### src/rtl/fsk_pkg.sv
// Shared constants and types for the zero-crossing FSK demodulator.
// The interval and symbol-counter widths follow from the constants below.
package fsk_pkg;

    localparam int SAMPLES_PER_SYM = 64;
    localparam int HALF_THRESH     = 24;
    localparam int DEB             = 2;
    localparam int MAX_HALF        = 48;

    localparam int LEN_W = $clog2(MAX_HALF + 1);
    localparam int SYM_W = $clog2(SAMPLES_PER_SYM);

    typedef logic signed [7:0] sample_t;
    typedef logic [LEN_W-1:0]  len_t;
    typedef logic [SYM_W-1:0]  sym_t;

    // A short half-period means the '1' tone.
    function automatic logic isShort(input len_t halfLen);
        return halfLen <= len_t'(HALF_THRESH);
    endfunction

endpackage

### src/rtl/fsk_demod_if.sv
// Sample stream in, recovered bit stream out.
interface fsk_demod_if;
    import fsk_pkg::*;

    sample_t sample_in;
    logic    sample_en;
    logic    bit_out;
    logic    bit_valid;
    logic    carrier_ok;

    modport master (output sample_in, sample_en, input bit_out, bit_valid, carrier_ok);
    modport slave  (input sample_in, sample_en, output bit_out, bit_valid, carrier_ok);
endinterface

### src/rtl/fsk_zc_detector.sv
// Debounced sign tracking and half-period measurement between accepted crossings.
// xing/len/timeout are combinational and refer to the sample presented this cycle.
module fsk_zc_detector
    import fsk_pkg::*;
(
    input  logic clk,
    input  logic rst_n,
    input  logic sampleEn,
    input  logic sampleSign,
    output logic xing,
    output len_t len,
    output logic timeout
);

    localparam int DEB_W = $clog2(DEB + 1);

    logic             accSign;
    logic [DEB_W-1:0] devCnt;
    len_t             cnt;
    logic             differs;

    assign differs = sampleSign != accSign;
    assign xing    = sampleEn && differs && (devCnt == DEB_W'(DEB - 1));
    // The crossing sample itself belongs to the interval it closes.
    assign len     = cnt + len_t'(1);
    assign timeout = sampleEn && !xing && (cnt == len_t'(MAX_HALF - 1));

    always_ff @(posedge clk or negedge rst_n) begin
        if (!rst_n) begin
            accSign <= 1'b0;
            devCnt  <= '0;
            cnt     <= '0;
        end else if (sampleEn) begin
            if (xing) begin
                accSign <= sampleSign;
                devCnt  <= '0;
                cnt     <= '0;
            end else begin
                devCnt <= differs ? devCnt + DEB_W'(1) : '0;
                if (cnt != len_t'(MAX_HALF)) begin
                    cnt <= cnt + len_t'(1);
                end
            end
        end
    end

endmodule

### src/rtl/fsk_demod.sv
// Non-coherent FSK demodulator: arms on the first crossing, locks on two valid ones,
// resyncs the symbol counter on decision changes and strobes bits at mid-symbol.
module fsk_demod
    import fsk_pkg::*;
(
    input logic       clk,
    input logic       rst_n,
    fsk_demod_if.slave bus
);

    localparam sym_t MID_SYM  = sym_t'(SAMPLES_PER_SYM / 2 - 1);
    localparam sym_t LAST_SYM = sym_t'(SAMPLES_PER_SYM - 1);

    logic xing;
    logic timeout;
    len_t len;

    logic armed;
    logic seenValid;
    logic dec;
    logic carrierOk;
    logic bitOut;
    logic bitValid;
    sym_t symCnt;

    logic validXing;
    logic decNew;
    logic resync;
    logic midStrobe;
    logic unusedMagnitude;

    assign unusedMagnitude = ^bus.sample_in[6:0];

    fsk_zc_detector uZc (
        .clk        (clk),
        .rst_n      (rst_n),
        .sampleEn   (bus.sample_en),
        .sampleSign (bus.sample_in[7]),
        .xing       (xing),
        .len        (len),
        .timeout    (timeout)
    );

    always_comb begin
        validXing = xing && armed;
        decNew    = isShort(len);
        resync    = validXing && (decNew != dec);
        // A resync cycle restarts the symbol, so its midpoint is not yet due.
        midStrobe = bus.sample_en && (symCnt == MID_SYM) && carrierOk && !resync && !timeout;
    end

    always_ff @(posedge clk or negedge rst_n) begin
        if (!rst_n) begin
            armed     <= 1'b0;
            seenValid <= 1'b0;
            dec       <= 1'b0;
            carrierOk <= 1'b0;
            bitOut    <= 1'b0;
            bitValid  <= 1'b0;
            symCnt    <= '0;
        end else begin
            bitValid <= 1'b0;
            if (bus.sample_en) begin
                if (timeout) begin
                    armed     <= 1'b0;
                    seenValid <= 1'b0;
                    carrierOk <= 1'b0;
                end else if (xing) begin
                    if (!armed) begin
                        armed <= 1'b1;
                    end else begin
                        dec       <= decNew;
                        seenValid <= 1'b1;
                        if (seenValid) begin
                            carrierOk <= 1'b1;
                        end
                    end
                end

                symCnt <= (resync || symCnt == LAST_SYM) ? '0 : symCnt + sym_t'(1);

                if (midStrobe) begin
                    bitOut   <= dec;
                    bitValid <= 1'b1;
                end
            end
        end
    end

    assign bus.bit_out    = bitOut;
    assign bus.bit_valid  = bitValid;
    assign bus.carrier_ok = carrierOk;

endmodule

### src/flat_wrapper.sv
// flat-port wrapper written by rule: the top's interface ports become plain ports
module fsk_demod_flat import fsk_pkg::*;
  (clk, rst_n, bus_sample_in, bus_sample_en, bus_bit_out, bus_bit_valid, bus_carrier_ok);
  fsk_demod_if bus_i ();
  input logic clk;
  input logic rst_n;
  input wire logic [$bits(bus_i.sample_in)-1:0] bus_sample_in;
  input wire logic [$bits(bus_i.sample_en)-1:0] bus_sample_en;
  output wire logic [$bits(bus_i.bit_out)-1:0] bus_bit_out;
  output wire logic [$bits(bus_i.bit_valid)-1:0] bus_bit_valid;
  output wire logic [$bits(bus_i.carrier_ok)-1:0] bus_carrier_ok;
  assign bus_i.sample_in = bus_sample_in;
  assign bus_i.sample_en = bus_sample_en;
  assign bus_bit_out = bus_i.bit_out;
  assign bus_bit_valid = bus_i.bit_valid;
  assign bus_carrier_ok = bus_i.carrier_ok;
  fsk_demod u_core (.clk(clk), .rst_n(rst_n), .bus(bus_i));
endmodule
### config.mk
export PLATFORM = sky130hd
export DESIGN_NAME = fsk_demod_flat
export DESIGN_NICKNAME = d
export VERILOG_FILES = /design/src/rtl/fsk_pkg.sv /design/src/rtl/fsk_demod_if.sv /design/src/rtl/fsk_zc_detector.sv /design/src/rtl/fsk_demod.sv /design/src/flat_wrapper.sv
export SDC_FILE = /design/constraint.sdc
export NUM_CORES = 1
export LEC_CHECK = 0
export CAP_MARGIN = 10
export CORE_MARGIN = 2
export CORE_UTILIZATION = 35
export CTS_CLUSTER_DIAMETER = 60
export CTS_CLUSTER_SIZE = 8
export DETAILED_ROUTE_END_ITERATION = 8
export GPL_TIMING_DRIVEN = 0
export MAX_ROUTING_LAYER = met4
export SLEW_MARGIN = 20
export SYNTH_ARGS = -nofsm -noshare
export SYNTH_HDL_FRONTEND = slang
export SYNTH_SLANG_ARGS = --single-unit
### constraint.sdc
create_clock -name clk -period 4.9 [get_ports clk]
set_input_delay 0.49 -clock clk [delete_from_list [all_inputs] [get_ports clk]]
set_output_delay 0.49 -clock clk [all_outputs]
set_load 0.05 [all_outputs]
==> flow_results.xml, run 1 <==
<?xml version="1.0" encoding="UTF-8"?>
<metrics>
  <group name="timing">
    <metric name="maxSlewHeadroom" unit="%">36.9</metric>
    <metric name="clock_skew" unit="ps">10.7</metric>
    <metric name="upper_clock_frequency_limit" unit="GHz">0.435</metric>
    <metric name="timing_hold_violations_final" unit="">0</metric>
    <metric name="hold_slack" unit="ps">527</metric>
    <metric name="rsz_0062_raised_after_global_routing" unit="">no</metric>
    <metric name="final_clock_period_utilization_by_the_worst_path" unit="%">46.9</metric>
    <metric name="fin_setup_tns" unit="ps">0</metric>
    <metric name="final.min_clock_period" unit="ps">2300</metric>
    <metric name="slew_violations" unit="">0</metric>
    <metric name="setup_viol" unit="">0</metric>
    <metric name="tightest_slew" unit="ps">944</metric>
    <metric name="worst_slack" unit="ps">2600</metric>
  </group>
  <group name="cells_and_area">
    <metric name="fin_cells" unit="">176</metric>
    <metric name="synthToLayoutAreaGrowth" unit="%">12.5</metric>
    <metric name="fill_cells" unit="">313</metric>
    <metric name="final_nets" unit="">149</metric>
    <metric name="antenna_cells_inserted" unit="">0</metric>
    <metric name="drive_gt1_share" unit="%">7.58</metric>
    <metric name="layout_commonest_cell" unit="">sky130_fd_sc_hd__dfrtp_1</metric>
    <metric name="commonest_cells_after_routing_fill_and_taps_aside" unit="">sky130_fd_sc_hd__dfrtp_1 (21), sky130_fd_sc_hd__nor2_1 (16), sky130_fd_sc_hd__nand2_1 (8)</metric>
    <metric name="postLayoutCoreUtil" unit="%">41.8</metric>
    <metric name="stdcell_area" unit="sq mm">0.00129</metric>
  </group>
  <group name="power">
    <metric name="p_int" unit="mW">0.395</metric>
    <metric name="power.total" unit="mW">0.675</metric>
    <metric name="worst_ir_drop_vdd" unit="mV">0.207</metric>
    <metric name="leakagePower" unit="nW">0.557</metric>
    <metric name="netSwitchingFraction" unit="%">41.5</metric>
    <metric name="power_frac_clock" unit="%">12.3</metric>
    <metric name="switching_power" unit="mW">0.280</metric>
    <metric name="p_per_area" unit="mW/mm^2">525</metric>
    <metric name="part_of_the_power_in_combinational_logic" unit="%">39.1</metric>
    <metric name="sequential_share_of_power" unit="%">48.5</metric>
  </group>
  <group name="detailed_routing">
    <metric name="totalWireLength" unit="mm">2.12</metric>
    <metric name="dr.pass1.iters" unit="">4</metric>
    <metric name="routed_wire_length_per_instance" unit="um">12.0</metric>
    <metric name="postRouteAntennaNets" unit="">0</metric>
    <metric name="detail_route.iter0.violations" unit="">35</metric>
    <metric name="route.detailed.drc" unit="">0</metric>
    <metric name="vias" unit="">880</metric>
    <metric name="route.detailed.vias_per_inst" unit="">5.00</metric>
  </group>
  <group name="placement">
    <metric name="pre_cts_ws" unit="ps">2280</metric>
    <metric name="port_buffers" unit="">6</metric>
    <metric name="placedCellCount" unit="">172</metric>
    <metric name="hpwlAfterDp" unit="mm">1.59</metric>
    <metric name="detailed_place.area" unit="sq mm">0.00126</metric>
    <metric name="gp_congestion" unit="">0.872</metric>
  </group>
  <group name="critical_path">
    <metric name="worstPathCellList" unit="">clkdlybuf4s50_1, xor2_1, and3_1, buf_4, nand2_2, or4_4, nand2_1, o32ai_1</metric>
    <metric name="timing.critical_path.to_type" unit="">register</metric>
    <metric name="timing.critical_path.from" unit="">bus_sample_in[7]</metric>
    <metric name="critPathLaunchType" unit="">input pin</metric>
    <metric name="critical-path-max-stage-delay" unit="ps">530</metric>
    <metric name="required" unit="ps">5070</metric>
    <metric name="critPathSlowestCell" unit="">sky130_fd_sc_hd__or4_4</metric>
    <metric name="crit_type" unit="">input pin to register</metric>
    <metric name="worst-path-max-fanout" unit="">6</metric>
    <metric name="timing.rr.start" unit="">u_core.uZc.cnt[0]$_DFFE_PN0P_</metric>
    <metric name="worstPathArrival" unit="ps">2470</metric>
  </group>
  <group name="cts">
    <metric name="cts_tree" unit="">done</metric>
    <metric name="post-cts-setup-buffers" unit="">0</metric>
    <metric name="cts_repair_resize_count" unit="">0</metric>
    <metric name="cts.sink_count" unit="">21</metric>
    <metric name="hold_buffers" unit="">0</metric>
    <metric name="clkSlewWorstSetupHoldPaths" unit="ps">120</metric>
    <metric name="cts_htree_levels" unit="">1</metric>
    <metric name="clock_buffer_count_from_cts" unit="">3</metric>
    <metric name="cts_root_buf" unit="">sky130_fd_sc_hd__clkbuf_4</metric>
    <metric name="worstSkewPairLatency" unit="ps">300</metric>
    <metric name="cts_max_path_buffers" unit="">2</metric>
  </group>
  <group name="die">
    <metric name="fp.dieW" unit="um">61.2</metric>
    <metric name="initial_utilization" unit="%">37.2</metric>
    <metric name="die_h" unit="um">61.2</metric>
    <metric name="dieArea" unit="sq mm">0.00374</metric>
    <metric name="io-pin-count" unit="">14</metric>
    <metric name="floorplan.core_area" unit="sq mm">0.00308</metric>
    <metric name="rows" unit="">20</metric>
  </group>
  <group name="global_route">
    <metric name="antenna_found_initial" unit="">0</metric>
    <metric name="grt_first_pass_wirelength" unit="mm">3.85</metric>
    <metric name="grt_start_max_net_pins" unit="">22</metric>
    <metric name="grt_overflow_total" unit="">0</metric>
    <metric name="grt_use_total" unit="%">14.1</metric>
    <metric name="grt_pass1_vias" unit="">872</metric>
  </group>
  <group name="synth">
    <metric name="post_synth_inst_count" unit="">122</metric>
    <metric name="postSynthNetCount" unit="">138</metric>
    <metric name="async_reset_ff_share" unit="%">100</metric>
    <metric name="area_of_the_mapped_netlist" unit="sq mm">0.00114</metric>
    <metric name="average_size_of_a_mapped_cell" unit="sq um">9.37</metric>
    <metric name="yosysSeqAreaShare" unit="%">46.0</metric>
    <metric name="ys_dominant_reg_cell" unit="">sky130_fd_sc_hd__dfrtp_1</metric>
    <metric name="ys_types" unit="">35</metric>
    <metric name="synth_seq_cells" unit="">21</metric>
    <metric name="synth_edf_count" unit="">0</metric>
    <metric name="synth_warnings" unit="">0</metric>
  </group>
  <group name="min_path">
    <metric name="hold_path_class" unit="">register to register</metric>
    <metric name="hp-start" unit="">u_core.seenValid$_DFFE_PN0P_</metric>
  </group>
  <group name="outcome">
    <metric name="status" unit="">complete, no violations</metric>
  </group>
  <group name="job">
    <metric name="maxCapViolations" unit="">0</metric>
  </group>
</metrics>
-- path summary, 6_finish.rpt --
check                                                 endpoint  slack, ps  cells after the start
worst min register to register    u_core.seenValid$_DFFE_PN0P_        530                      2
max in group asynchronous         u_core.symCnt[0]$_DFFE_PN0P_       3620                      1
worst min-delay path              u_core.seenValid$_DFFE_PN0P_        530                      2
worst max register to register  u_core.bus.bit_out$_DFFE_PN0P_       2800                      6
min in group asynchronous        u_core.uZc.cnt[4]$_DFFE_PN0P_        700                      1
worst max-delay path              u_core.symCnt[1]$_DFFE_PN0P_       2600                      8
-- power groups by stage --
stage          clock [mW]  sequential (mW)  combinational [mW]
2_1_floorplan           0            0.325               0.203
3_3_place_gp            0            0.328               0.257
3_5_place_dp            0            0.332               0.268
4_1_cts            0.0878            0.328               0.268
5_1_grt            0.0954            0.342               0.307
6_report           0.0832            0.328               0.264
-- registers in the layout, summed over array words and instances (netlist names) --
signal                 cells
u_core.uZc.accSign         1
u_core.armed               1
u_core.uZc.cnt             6
u_core.dec                 1
u_core.uZc.devCnt          2
u_core.bus.bit_valid       1
u_core.symCnt              6
u_core.bus.carrier_ok      1
u_core.bus.bit_out         1
u_core.seenValid           1
-- critical path: cells and delay by family --
family	cells	cell delay, ps
and+or+nand+nor	4	990
buffers and inverters	2	630
xor gates and xnor gates	1	230
AOI/OAI and AO/OA	1	130
-- layer usage --
metal | track usage (%) | share of wire (%) | vias up
li1 | - | - | 453
met1 | 17.9 | 53 | 418
met2 | 22.6 | 44 | 7
met3 | 3.15 | 1.5 | 2
met4 | 3.73 | 1.3 | 0
met5 | - | 0 | -
-- cell usage after synthesis, types with 2 or more instances --
cell	n	area, sq um
sky130_fd_sc_hd__a21o_1	3	22.5
sky130_fd_sc_hd__a21oi_1	5	25.0
sky130_fd_sc_hd__and3_1	3	18.8
sky130_fd_sc_hd__clkbuf_1	2	7.51
sky130_fd_sc_hd__dfrtp_1	21	526
sky130_fd_sc_hd__ha_1	5	62.6
sky130_fd_sc_hd__inv_1	7	26.3
sky130_fd_sc_hd__nand2_1	8	30.0
sky130_fd_sc_hd__nand3_1	7	35.0
sky130_fd_sc_hd__nand4_1	5	31.3
sky130_fd_sc_hd__nor2_1	16	60.1
sky130_fd_sc_hd__nor2b_1	2	12.5
sky130_fd_sc_hd__nor3_1	5	25.0
sky130_fd_sc_hd__o21ai_0	3	15.0
sky130_fd_sc_hd__o21ai_1	2	10.0
sky130_fd_sc_hd__o2bb2ai_1	2	17.5
sky130_fd_sc_hd__xnor2_1	4	35.0
sky130_fd_sc_hd__xor2_1	5	43.8
-- area by class of cell --
| cell class | instances | area (sq um) | area share [%] |
|---|---|---|---|
| clock buffers | 3 | 22.5 | 1.75 |
| inverters | 7 | 26.3 | 2.04 |
| plain buffers | 4 | 20.0 | 1.56 |
| multi-input cells | 90 | 572 | 44.5 |
| well taps | 44 | 55.1 | 4.28 |
| flip-flops and latches | 21 | 526 | 40.9 |
| clock inverters | 1 | 5.00 | 0.389 |
| repair buffers | 6 | 60.1 | 4.67 |
-- kinds of logic (layout without fill, tap and decap cells) --
kind of cell    Yosys count  count (layout)  synth area share, %
mux                       2               2                 1.86
buf+inv                  11              21                 4.05
fa+ha+maj                 5               5                 5.47
xor+xnor                  9               9                 6.89
flops                    21              21                 46.0
simple gates             53              53                 23.5
compound gates           21              21                 12.3
(Power assumes the default switching activity.)
==> run 2, diff against run 1 <==
==> constraint.sdc (replaced) <==
create_clock -name clk -period 2.2 [get_ports clk]
set_input_delay 0.22 -clock clk [delete_from_list [all_inputs] [get_ports clk]]
set_output_delay 0.22 -clock clk [all_outputs]
set_load 0.05 [all_outputs]
==> run 2 against run 1 <==
Clock power up 120%. Register-to-register slack worse by 2600 ps. Utilization is 0.65 points higher. Die area unchanged. Hold slack got worse by 100 ps. Clock skew hardly changed. Setup slack worse by 2400 ps. Design area increased by 1.6%. Count of clock-buffer cells in the layout did not move. Critical path depth did not move. Wire length up 1.8%. Critical endpoint unchanged. Highest routed layer unchanged.
==> flow_results.xml, run 2 (synthesis gave the netlist of run 1 again) <==
<?xml version="1.0" encoding="UTF-8"?>
<metrics>
  <group name="timing">
    <metric name="final.min_clock_period" unit="ps">1980</metric>
    <metric name="maxSlewHeadroom" unit="%">36.6</metric>
    <metric name="worst_slack" unit="ps">225</metric>
    <metric name="rsz_0062_raised_after_global_routing" unit="">no</metric>
    <metric name="upper_clock_frequency_limit" unit="GHz">0.506</metric>
    <metric name="fin_setup_tns" unit="ps">0</metric>
    <metric name="tightest_slew" unit="ps">948</metric>
    <metric name="setup_viol" unit="">0</metric>
    <metric name="slew_violations" unit="">0</metric>
    <metric name="timing_hold_violations_final" unit="">0</metric>
    <metric name="clock_skew" unit="ps">11.0</metric>
    <metric name="final_clock_period_utilization_by_the_worst_path" unit="%">89.8</metric>
  </group>
  <group name="global_route">
    <metric name="grt_pass1_vias" unit="">872</metric>
    <metric name="grt_start_max_net_pins" unit="">22</metric>
    <metric name="grt_overflow_total" unit="">0</metric>
    <metric name="antenna_found_initial" unit="">0</metric>
    <metric name="grt_first_pass_wirelength" unit="mm">3.85</metric>
    <metric name="grt_use_total" unit="%">14.1</metric>
  </group>
  <group name="cts">
    <metric name="clkSlewWorstSetupHoldPaths" unit="ps">120</metric>
    <metric name="cts_tree" unit="">done</metric>
    <metric name="cts_repair_resize_count" unit="">0</metric>
    <metric name="worstSkewPairLatency" unit="ps">300</metric>
    <metric name="cts_root_buf" unit="">sky130_fd_sc_hd__clkbuf_4</metric>
    <metric name="clock_buffer_count_from_cts" unit="">3</metric>
    <metric name="cts.sink_count" unit="">21</metric>
    <metric name="cts_max_path_buffers" unit="">2</metric>
    <metric name="hold_buffers" unit="">0</metric>
    <metric name="cts_htree_levels" unit="">1</metric>
    <metric name="post-cts-setup-buffers" unit="">0</metric>
  </group>
  <group name="placement">
    <metric name="hpwlAfterDp" unit="mm">1.59</metric>
    <metric name="gp_congestion" unit="">0.872</metric>
    <metric name="port_buffers" unit="">6</metric>
    <metric name="pre_cts_ws" unit="ps">-149</metric>
  </group>
  <group name="die">
    <metric name="dieArea" unit="sq mm">0.00374</metric>
    <metric name="fp.dieW" unit="um">61.2</metric>
    <metric name="die_h" unit="um">61.2</metric>
    <metric name="floorplan.core_area" unit="sq mm">0.00308</metric>
    <metric name="io-pin-count" unit="">14</metric>
    <metric name="initial_utilization" unit="%">37.2</metric>
    <metric name="rows" unit="">20</metric>
  </group>
  <group name="cells_and_area">
    <metric name="final_nets" unit="">149</metric>
    <metric name="reg_top3" unit="">u_core.symCnt x6, u_core.uZc.cnt x6, u_core.uZc.devCnt x2</metric>
    <metric name="commonest_cells_after_routing_fill_and_taps_aside" unit="">sky130_fd_sc_hd__dfrtp_1 (19), sky130_fd_sc_hd__nor2_1 (15), sky130_fd_sc_hd__inv_1 (7), sky130_fd_sc_hd__nand3_1 (7), sky130_fd_sc_hd__nand2_1 (7)</metric>
    <metric name="synthToLayoutAreaGrowth" unit="%">14.2</metric>
    <metric name="drive_gt1_share" unit="%">12.9</metric>
    <metric name="antenna_cells_inserted" unit="">0</metric>
    <metric name="layout_commonest_cell" unit="">sky130_fd_sc_hd__dfrtp_1</metric>
  </group>
  <group name="detailed_routing">
    <metric name="route.detailed.vias_per_inst" unit="">5.01</metric>
    <metric name="detail_route.iter0.violations" unit="">37</metric>
    <metric name="totalWireLength" unit="mm">2.16</metric>
    <metric name="routed_wire_length_per_instance" unit="um">12.3</metric>
    <metric name="route.detailed.drc" unit="">0</metric>
    <metric name="postRouteAntennaNets" unit="">0</metric>
    <metric name="vias" unit="">881</metric>
    <metric name="dr.pass1.iters" unit="">4</metric>
  </group>
  <group name="power">
    <metric name="power_frac_clock" unit="%">12.1</metric>
    <metric name="worst_ir_drop_vdd" unit="mV">0.458</metric>
    <metric name="p_per_area" unit="mW/mm^2">1170</metric>
    <metric name="part_of_the_power_in_combinational_logic" unit="%">39.7</metric>
    <metric name="p_int" unit="mW">0.890</metric>
    <metric name="switching_power" unit="mW">0.641</metric>
    <metric name="leakagePower" unit="nW">0.552</metric>
    <metric name="sequential_share_of_power" unit="%">48.2</metric>
    <metric name="netSwitchingFraction" unit="%">41.9</metric>
  </group>
  <group name="critical_path">
    <metric name="critPathLaunchType" unit="">input pin</metric>
    <metric name="timing.rr.start" unit="">u_core.uZc.cnt[0]$_DFFE_PN0P_</metric>
    <metric name="r2r_cells" unit="">7</metric>
    <metric name="worst-path-max-fanout" unit="">6</metric>
    <metric name="reg2reg_to" unit="">u_core.symCnt[1]$_DFFE_PN0P_</metric>
    <metric name="timing.critical_path.to_type" unit="">register</metric>
    <metric name="timing.critical_path.from" unit="">bus_sample_in[7]</metric>
    <metric name="worst_setup_ep" unit="">u_core.symCnt[1]$_DFFE_PN0P_</metric>
    <metric name="worstPathArrival" unit="ps">2140</metric>
    <metric name="required" unit="ps">2370</metric>
    <metric name="worst-r2r-setup-slack" unit="ps">230</metric>
    <metric name="crit_type" unit="">input pin to register</metric>
  </group>
  <group name="job">
    <metric name="maxCapViolations" unit="">0</metric>
  </group>
  <group name="outcome">
    <metric name="status" unit="">complete, no violations</metric>
  </group>
  <group name="min_path">
    <metric name="hold_path_class" unit="">input pin to asynchronous set/reset pin</metric>
  </group>
</metrics>
==> run 2: cell counts in the layout (fill, tap and decap cells not counted) <==
Identical to the previous run, type by type.
==> run 2: metrics by stage <==
stage	utilization, %	instance area (sq um)	instances	hold slack [ps]	power (mW)
2_1_floorplan	-	1140	122	-75.6	1.18
3_3_place_gp	40.9	1260	172	480	1.30
3_5_place_dp	40.9	1260	172	496	1.34
4_1_cts	41.8	1290	176	463	1.52
5_1_grt	42.4	1310	176	487	1.68
6_report	42.4	1310	176	428	1.53
==> run 2: worst max-delay path: stages <==
cell and delay (ps):
sky130_fd_sc_hd__clkdlybuf4s50_1 490, sky130_fd_sc_hd__xor2_1 230, sky130_fd_sc_hd__and3_1 180, sky130_fd_sc_hd__buf_4 140, sky130_fd_sc_hd__nand2_2 70, sky130_fd_sc_hd__or4_4 540, sky130_fd_sc_hd__nand2_2 150, sky130_fd_sc_hd__o32ai_1 110
==> run 2: how the worst min path moves through the flow <==
stage                                      start                       endpoint  depth (start not counted)
global placement    u_core.seenValid$_DFFE_PN0P_   u_core.seenValid$_DFFE_PN0P_                          2
detailed placement  u_core.seenValid$_DFFE_PN0P_   u_core.seenValid$_DFFE_PN0P_                          2
finish                                     rst_n  u_core.uZc.cnt[4]$_DFFE_PN0P_                          1
floorplan                                  rst_n       u_core.armed$_DFFE_PN0P_                          0
CTS                                        rst_n  u_core.uZc.cnt[4]$_DFFE_PN0P_                          1
global route                               rst_n  u_core.uZc.cnt[4]$_DFFE_PN0P_                          1
==> run 2: layout make-up <==
type | instances | area (sq um)
well taps | 44 | 55.1
flip-flops and latches | 21 | 528
clock inverters | 1 | 5.00
plain buffers | 4 | 20.0
inverters | 7 | 26.3
fillers | 308 | 1770
clock buffers | 3 | 22.5
multi-input cells | 90 | 589
repair buffers | 6 | 60.1
==> run 2: per-layer routing <==
layer / share of wire (%) / GRT usage (%)
met1: 53 / 17.9
met2: 44 / 22.6
met3: 1.7 / 3.15
met4: 1.3 / 3.73
met5: 0 / -
==> run 2: power groups by stage <==
stage	combinational [mW]	clock (mW)	sequential, mW
floorplan	0.451	0	0.724
global placement	0.573	0	0.730
detailed placement	0.596	0	0.739
CTS	0.598	0.196	0.730
global route	0.701	0.213	0.769
finish	0.608	0.185	0.738
==> patch 1: new RTL, settings of run 2 <==
The package constant `HALF_THRESH` goes from 24 to 12.
--- a/src/rtl/fsk_pkg.sv
+++ b/src/rtl/fsk_pkg.sv
@@ -5,3 +5,3 @@
     localparam int SAMPLES_PER_SYM = 64;
-    localparam int HALF_THRESH     = 24;
+    localparam int HALF_THRESH     = 12;
     localparam int DEB             = 2;
Formal check against the unedited RTL: no difference found for any inputs over 10 cycles, from zero or initial values and one cycle with rst_n low; that may be too few to reach the edited logic, so the function may still have changed.
==> patch 1 against run 2 <==
Sequential cell count unchanged. Power is 0.64% higher. Synthesized area rose by 1.1%. Register-to-register slack lost 0.07 ns. Critical path depth decreased by 2. First-iteration DRC count increased by 16%. Worst setup slack got worse by 0.060 ns. Synthesized cell count increased by 4.1%. Die area increased by 1.0%. Maximum frequency down 2.9%. Design area decreased by 0.29%. Wire length grew 1.3%. Core utilization fell by 0.46 points.
==> patch 1: results (changes against run 2) <==
- Met2 Track Usage GR: 0.196 (-0.0304)
* IR drop worst, VDD: 0.000364 V (-21%)
- The peak per-stage delay on the critical path is 0.51 ns (-0.03 ns).
- Clk_skew: 0.00824 ns (-0.00272 ns)
- Most common cell in the synthesized netlist: sky130_fd_sc_hd__dfrtp_1
* Crit-path max FO: 5 (-1)
* Post-detailed-placement half-perimeter wirelength: 1.58 mm (-0.79%)
* Status: completed
- Worst Hold Path Cells: 4
* Syn Area/Cell: 9.10 µm² (-2.9%)
- The data arrival time of the critical path came to 2.27 ns (+0.13 ns).
- The tightest min-delay check is of the input pin to register type.
* Count of synthesis-stage warnings from yosys: 0 (unchanged)
* Number of setup buffers added after CTS: 0 (unchanged)
- Register-to-Register Path Depth: 6 (-1)
- The total length of routed met2 wires is 970 µm (+2.8%).
* Post-synth cell types: 37 (+5.7%)
* Drt initial violations: 43 (+16%)
- The worst-margin pin slew was 0.505 ns (-0.442 ns).
- In the post-synthesis netlist, the biggest area contributors are sky130_fd_sc_hd__dfrtp_1, sky130_fd_sc_hd__nand2_1, sky130_fd_sc_hd__ha_1, sky130_fd_sc_hd__nor2_1, sky130_fd_sc_hd__o21ai_0.
- The internal power contribution was 0.000888 W (-0.20%).
* Leakage power: 0.602 nW (+9.1%)
- Via count of the first global-routing pass: 874 (+0.23%)
* Net total in the final layout: 154 (+3.4%)
- The clock network power share was 0.123 (+0.002).
* Root Buffer: sky130_fd_sc_hd__clkbuf_4
- The sequential element share of the synthesized area came to 0.455 (-0.00497).
- The pin count of the biggest net entering global routing was 22 (unchanged).
* Overall via count from detail_route: 934 (+6.0%)
- The worst-case clock buffer depth was 2 (unchanged).
- First-pass GRT wire length: 3.83 mm (-0.55%)
- Launch point of the worst path: u_core.uZc.cnt[0]$_DFFE_PN0P_
- Final WL: 2.19 mm (+1.3%)
- Port Buffer Count: 5 (-1)
- The met3 routing resource usage after global routing was 0.0252 (-0.00630).
* Nets in the synthesized netlist: 143 (+3.6%)
* Overall global routing resource usage: 0.143 (+0.00206)
- The reported sequential group power is 0.000701 W (-5.0%).
* Ranking of synthesized cells by instance count: sky130_fd_sc_hd__dfrtp_1, sky130_fd_sc_hd__nand2_1, sky130_fd_sc_hd__nor2_1
- Critical register-to-register path endpoint: u_core.symCnt[0]$_DFFE_PN0P_
- The clock-pin transition on the worst setup and hold timing paths was 0.12 ns (about the same).
- The initial antenna violation count was 0 (unchanged).
* Placed cell count: 176 (+2.3%)
- Share of post-route cells with drive strength above 1: 0.109 (-0.0193)
* Post-synth ARST share: 1.00 (unchanged)
* Avg WL per Cell: 12.1 µm (-1.5%)
* Slowest cell on the critical path: sky130_fd_sc_hd__or4_1
- The minimum setup slack among reg-to-reg paths was 0.16 ns (-0.07 ns).
- Routing usage on met1: 0.197 (+0.0180)
- The global placer's final weighted congestion is 0.791 (-9.3%).
- The length of routed wiring on met1 was 1.09 mm (-5.5%).
- The synthesized design spends more area on one cell type than any other, namely sky130_fd_sc_hd__dfrtp_1.
- Total length of routed met3 wires: 81 µm (+120%)
patch 1: changes by cell type in the layout (fill, tap and decap cells not counted), sizes merged, moves of 2 or more:
cell / delta
a21o: -2
a21oi: -2
a22oi: +2
clkdlybuf4s50: -2
nand2: +8
nor3: -2
o21ai: +6
o22ai: +2
patch 1: cell families after synthesis:
| family | after synthesis | share of synthesized area |
|---|---|---|
| and+or+nand+nor | 59 | 0.259 |
| AOI/OAI and AO/OA | 21 | 0.107 |
| DFF | 21 | 0.455 |
| buffers and inverters | 11 | 0.0379 |
| xor gates and xnor gates | 8 | 0.0671 |
| adders and majority gates | 5 | 0.0541 |
| muxes | 2 | 0.0206 |
patch 1: what timing repair did:
item / in CTS / in global routing
hold buffers: 0 / 1
endpoints found under the hold margin: 0 / 21
endpoints found under the setup margin: 0 / 3
gates resized for setup: 0 / 1
patch 1: final cells by class:
| type | count | area [µm²] |
|---|---|---|
| Inverter | 8 | 30.0 |
| Clock buffer | 3 | 22.5 |
| Sequential cell | 21 | 526 |
| Multi-Input combinational cell | 95 | 596 |
| Buffer | 3 | 13.8 |
| Tap cell | 44 | 55.1 |
| Clock inverter | 1 | 5.00 |
| Fill cell | 328 | 1800 |
| Timing Repair Buffer | 6 | 55.1 |
patch 1: stage by stage:
step | hold slack (ns) | area, µm² | utilization | worst slack (ns) | power, W
after floorplan | -0.0756 | 1160 | - | 0.363 | 0.00118
after global placement | 0.483 | 1260 | 0.406 | 0.149 | 0.00131
after detailed placement | 0.490 | 1260 | 0.406 | 0.0885 | 0.00134
after CTS | 0.353 | 1290 | 0.415 | 0.0649 | 0.00154
after global routing | 0.359 | 1300 | 0.420 | 0.0314 | 0.00168
final | 0.352 | 1300 | 0.420 | 0.165 | 0.00154
==> patch 2: new RTL, settings of run 2 <==
Made on the original files. Make the reset (`rst_n`) synchronous in 2 clocked blocks.
--- a/src/rtl/fsk_zc_detector.sv
+++ b/src/rtl/fsk_zc_detector.sv
@@ -27,3 +27,3 @@
 
-    always_ff @(posedge clk or negedge rst_n) begin
+    always_ff @(posedge clk) begin
         if (!rst_n) begin
--- a/src/rtl/fsk_demod.sv
+++ b/src/rtl/fsk_demod.sv
@@ -51,3 +51,3 @@
 
-    always_ff @(posedge clk or negedge rst_n) begin
+    always_ff @(posedge clk) begin
         if (!rst_n) begin
Formal check against the unedited RTL: differs if rst_n is asserted again (counterexample within 10 cycles, from zero or initial values and one cycle with rst_n low); with rst_n held inactive, the same outputs for 10 cycles.
==> patch 2 against run 2 <==
Synthesized area grew 2.0%. Core utilization shrank 0.58 points. Sequential cell count unchanged. Clock skew rose by 0.0053 ns. Wire length increased by 0.51%. Worst setup slack got worse by 0.072 ns. Design area fell by 0.57%. Cell count up 5.1%. Critical path type is now register to register. Via count grew 4.3%.
Power is not compared: it rests on default switching activity, and its combinational part moved more than twofold at a synthesized area within 25%.
==> patch 2: results (changes against run 2) <==
* Status: completed
- The synthesized net count was 148 (+7.2%).
* Largest cells by area after synthesis: sky130_fd_sc_hd__dfxtp_1, sky130_fd_sc_hd__nor2_1, sky130_fd_sc_hd__ha_1, sky130_fd_sc_hd__a21oi_1, sky130_fd_sc_hd__xor2_1
- The post-placement worst setup slack was 0.168 ns (+0.317 ns).
* Resized Gates After CTS: 0 (unchanged)
- The post-layout instance count excluding filler cells is 185 (+5.1%).
- The depth of the worst register-to-register path was 6 (-1).
- The share of cells above drive strength 1 was 0.121 (-0.00822).
* First-pass GRT wire length: 3.77 mm (-2.2%)
- Portion of the post-synthesis area used by sequential elements: 0.361 (-0.0990)
- Count of synthesis-stage warnings from yosys: 0 (unchanged)
* Capture point of the worst path: u_core.symCnt[0]$_SDFFE_PN0P_
* Most used flip-flop cell after synthesis: sky130_fd_sc_hd__dfxtp_1
- The clock skew after layout was 0.0162 ns (+0.00527 ns).
* Placed cell count: 181 (+5.2%)
- Number of antenna violations at the first check in global routing: 0 (unchanged)
- Post-synth ARST share: 0 (-1.00)
- The overall fraction of global-route tracks in use came to 0.138 (-0.00324).
- Cells after synthesis: 132 (+8.2%)
* Net total in the final layout: 158 (+6.0%)
- Slew margin rel.: 0.642 (+0.275)
- The data arrival time of the critical path came to 2.26 ns (+0.12 ns).
- Crit-path max FO: 8 (+2)
* Post-synth cell types: 38 (+8.6%)
- Dominant delay contributor by cell family on the critical path: flip-flops
* Via count of the first global-routing pass: 837 (-4.0%)
- In this run the worst setup path begins at u_core.uZc.cnt[0]$_SDFFE_PN0P_.
- The instance area after placement was 1270 µm² (+0.99%).
- The global placer's final weighted congestion came to 0.809 (-7.2%).
- The slowest stage of the critical path is the sky130_fd_sc_hd__dfxtp_1 cell.
* Minimum period implied by the final worst setup slack: 2.05 ns (+0.0720 ns)
* Overall via count from detail_route: 919 (+4.3%)
* Drt initial violations: 59 (+59%)
- Register-to-register setup slack: 0.15 ns (-0.08 ns)
* Final WL: 2.17 mm (+0.51%)
* Footprint of the flip-flops and latches: 420 µm² (-20%)
- The pin count of the biggest net entering global routing is 13 (-41%).
* Fill cells: 323 (+4.9%)
- The peak per-stage delay on the critical path came to 0.51 ns (-0.03 ns).
* Port Buffer Count: 5 (-1)
- The worst slack on hold paths is 0.325 ns (-0.103 ns).
- The sum of net half-perimeters after detailed placement is 1.60 mm (+0.90%).
- By count the netlist is led by sky130_fd_sc_hd__dfxtp_1, sky130_fd_sc_hd__nor2_1, sky130_fd_sc_hd__nand2_1.
## patch 2: cell types whose count changed after synthesis, moves of 3 or more
cell | before | now
sky130_fd_sc_hd__nor3_1 | 5 | 2
sky130_fd_sc_hd__dfxtp_1 | 0 | 21
sky130_fd_sc_hd__dfrtp_1 | 21 | 0
sky130_fd_sc_hd__a21oi_1 | 5 | 9
## patch 2: layout make-up
| cell class | count | area share |
|---|---|---|
| inverter | 7 | 0.0202 |
| clock buffer | 3 | 0.0173 |
| timing repair buffer | 5 | 0.0385 |
| clock inverter | 1 | 0.00385 |
| tap | 44 | 0.0424 |
| multi-input combinational | 99 | 0.531 |
| buffer | 5 | 0.0231 |
| sequential | 21 | 0.324 |
## patch 2: cells by family (layout without fill, tap and decap cells)
| family | count (synthesis) | count (layout) | synth area share |
|---|---|---|---|
| multiplexers | 4 | 4 | 0.0461 |
| adder cells (fa/ha/maj) | 5 | 5 | 0.0536 |
| XOR/XNOR | 9 | 9 | 0.0676 |
| flip-flops | 21 | 21 | 0.361 |
| buffers and inverters | 12 | 21 | 0.0483 |
| AO/OA/AOI/OAI | 24 | 24 | 0.166 |
| AND/OR/NAND/NOR | 57 | 57 | 0.258 |
## patch 2: per-layer routing
metal	share of wire	track usage	vias up
met5	0	-	-
met4	0.0097	0.0365	0
met3	0.037	0.0455	2
met2	0.47	0.209	9
met1	0.49	0.176	428
li1	-	-	480
## patch 2: where the power goes
part	leakage, nW	switching [W]	internal, W
sequential	0.170	0.0000130	0.000390
clock	0.0177	0.000122	0.0000679
combinational	0.296	0.0000335	0.0000251
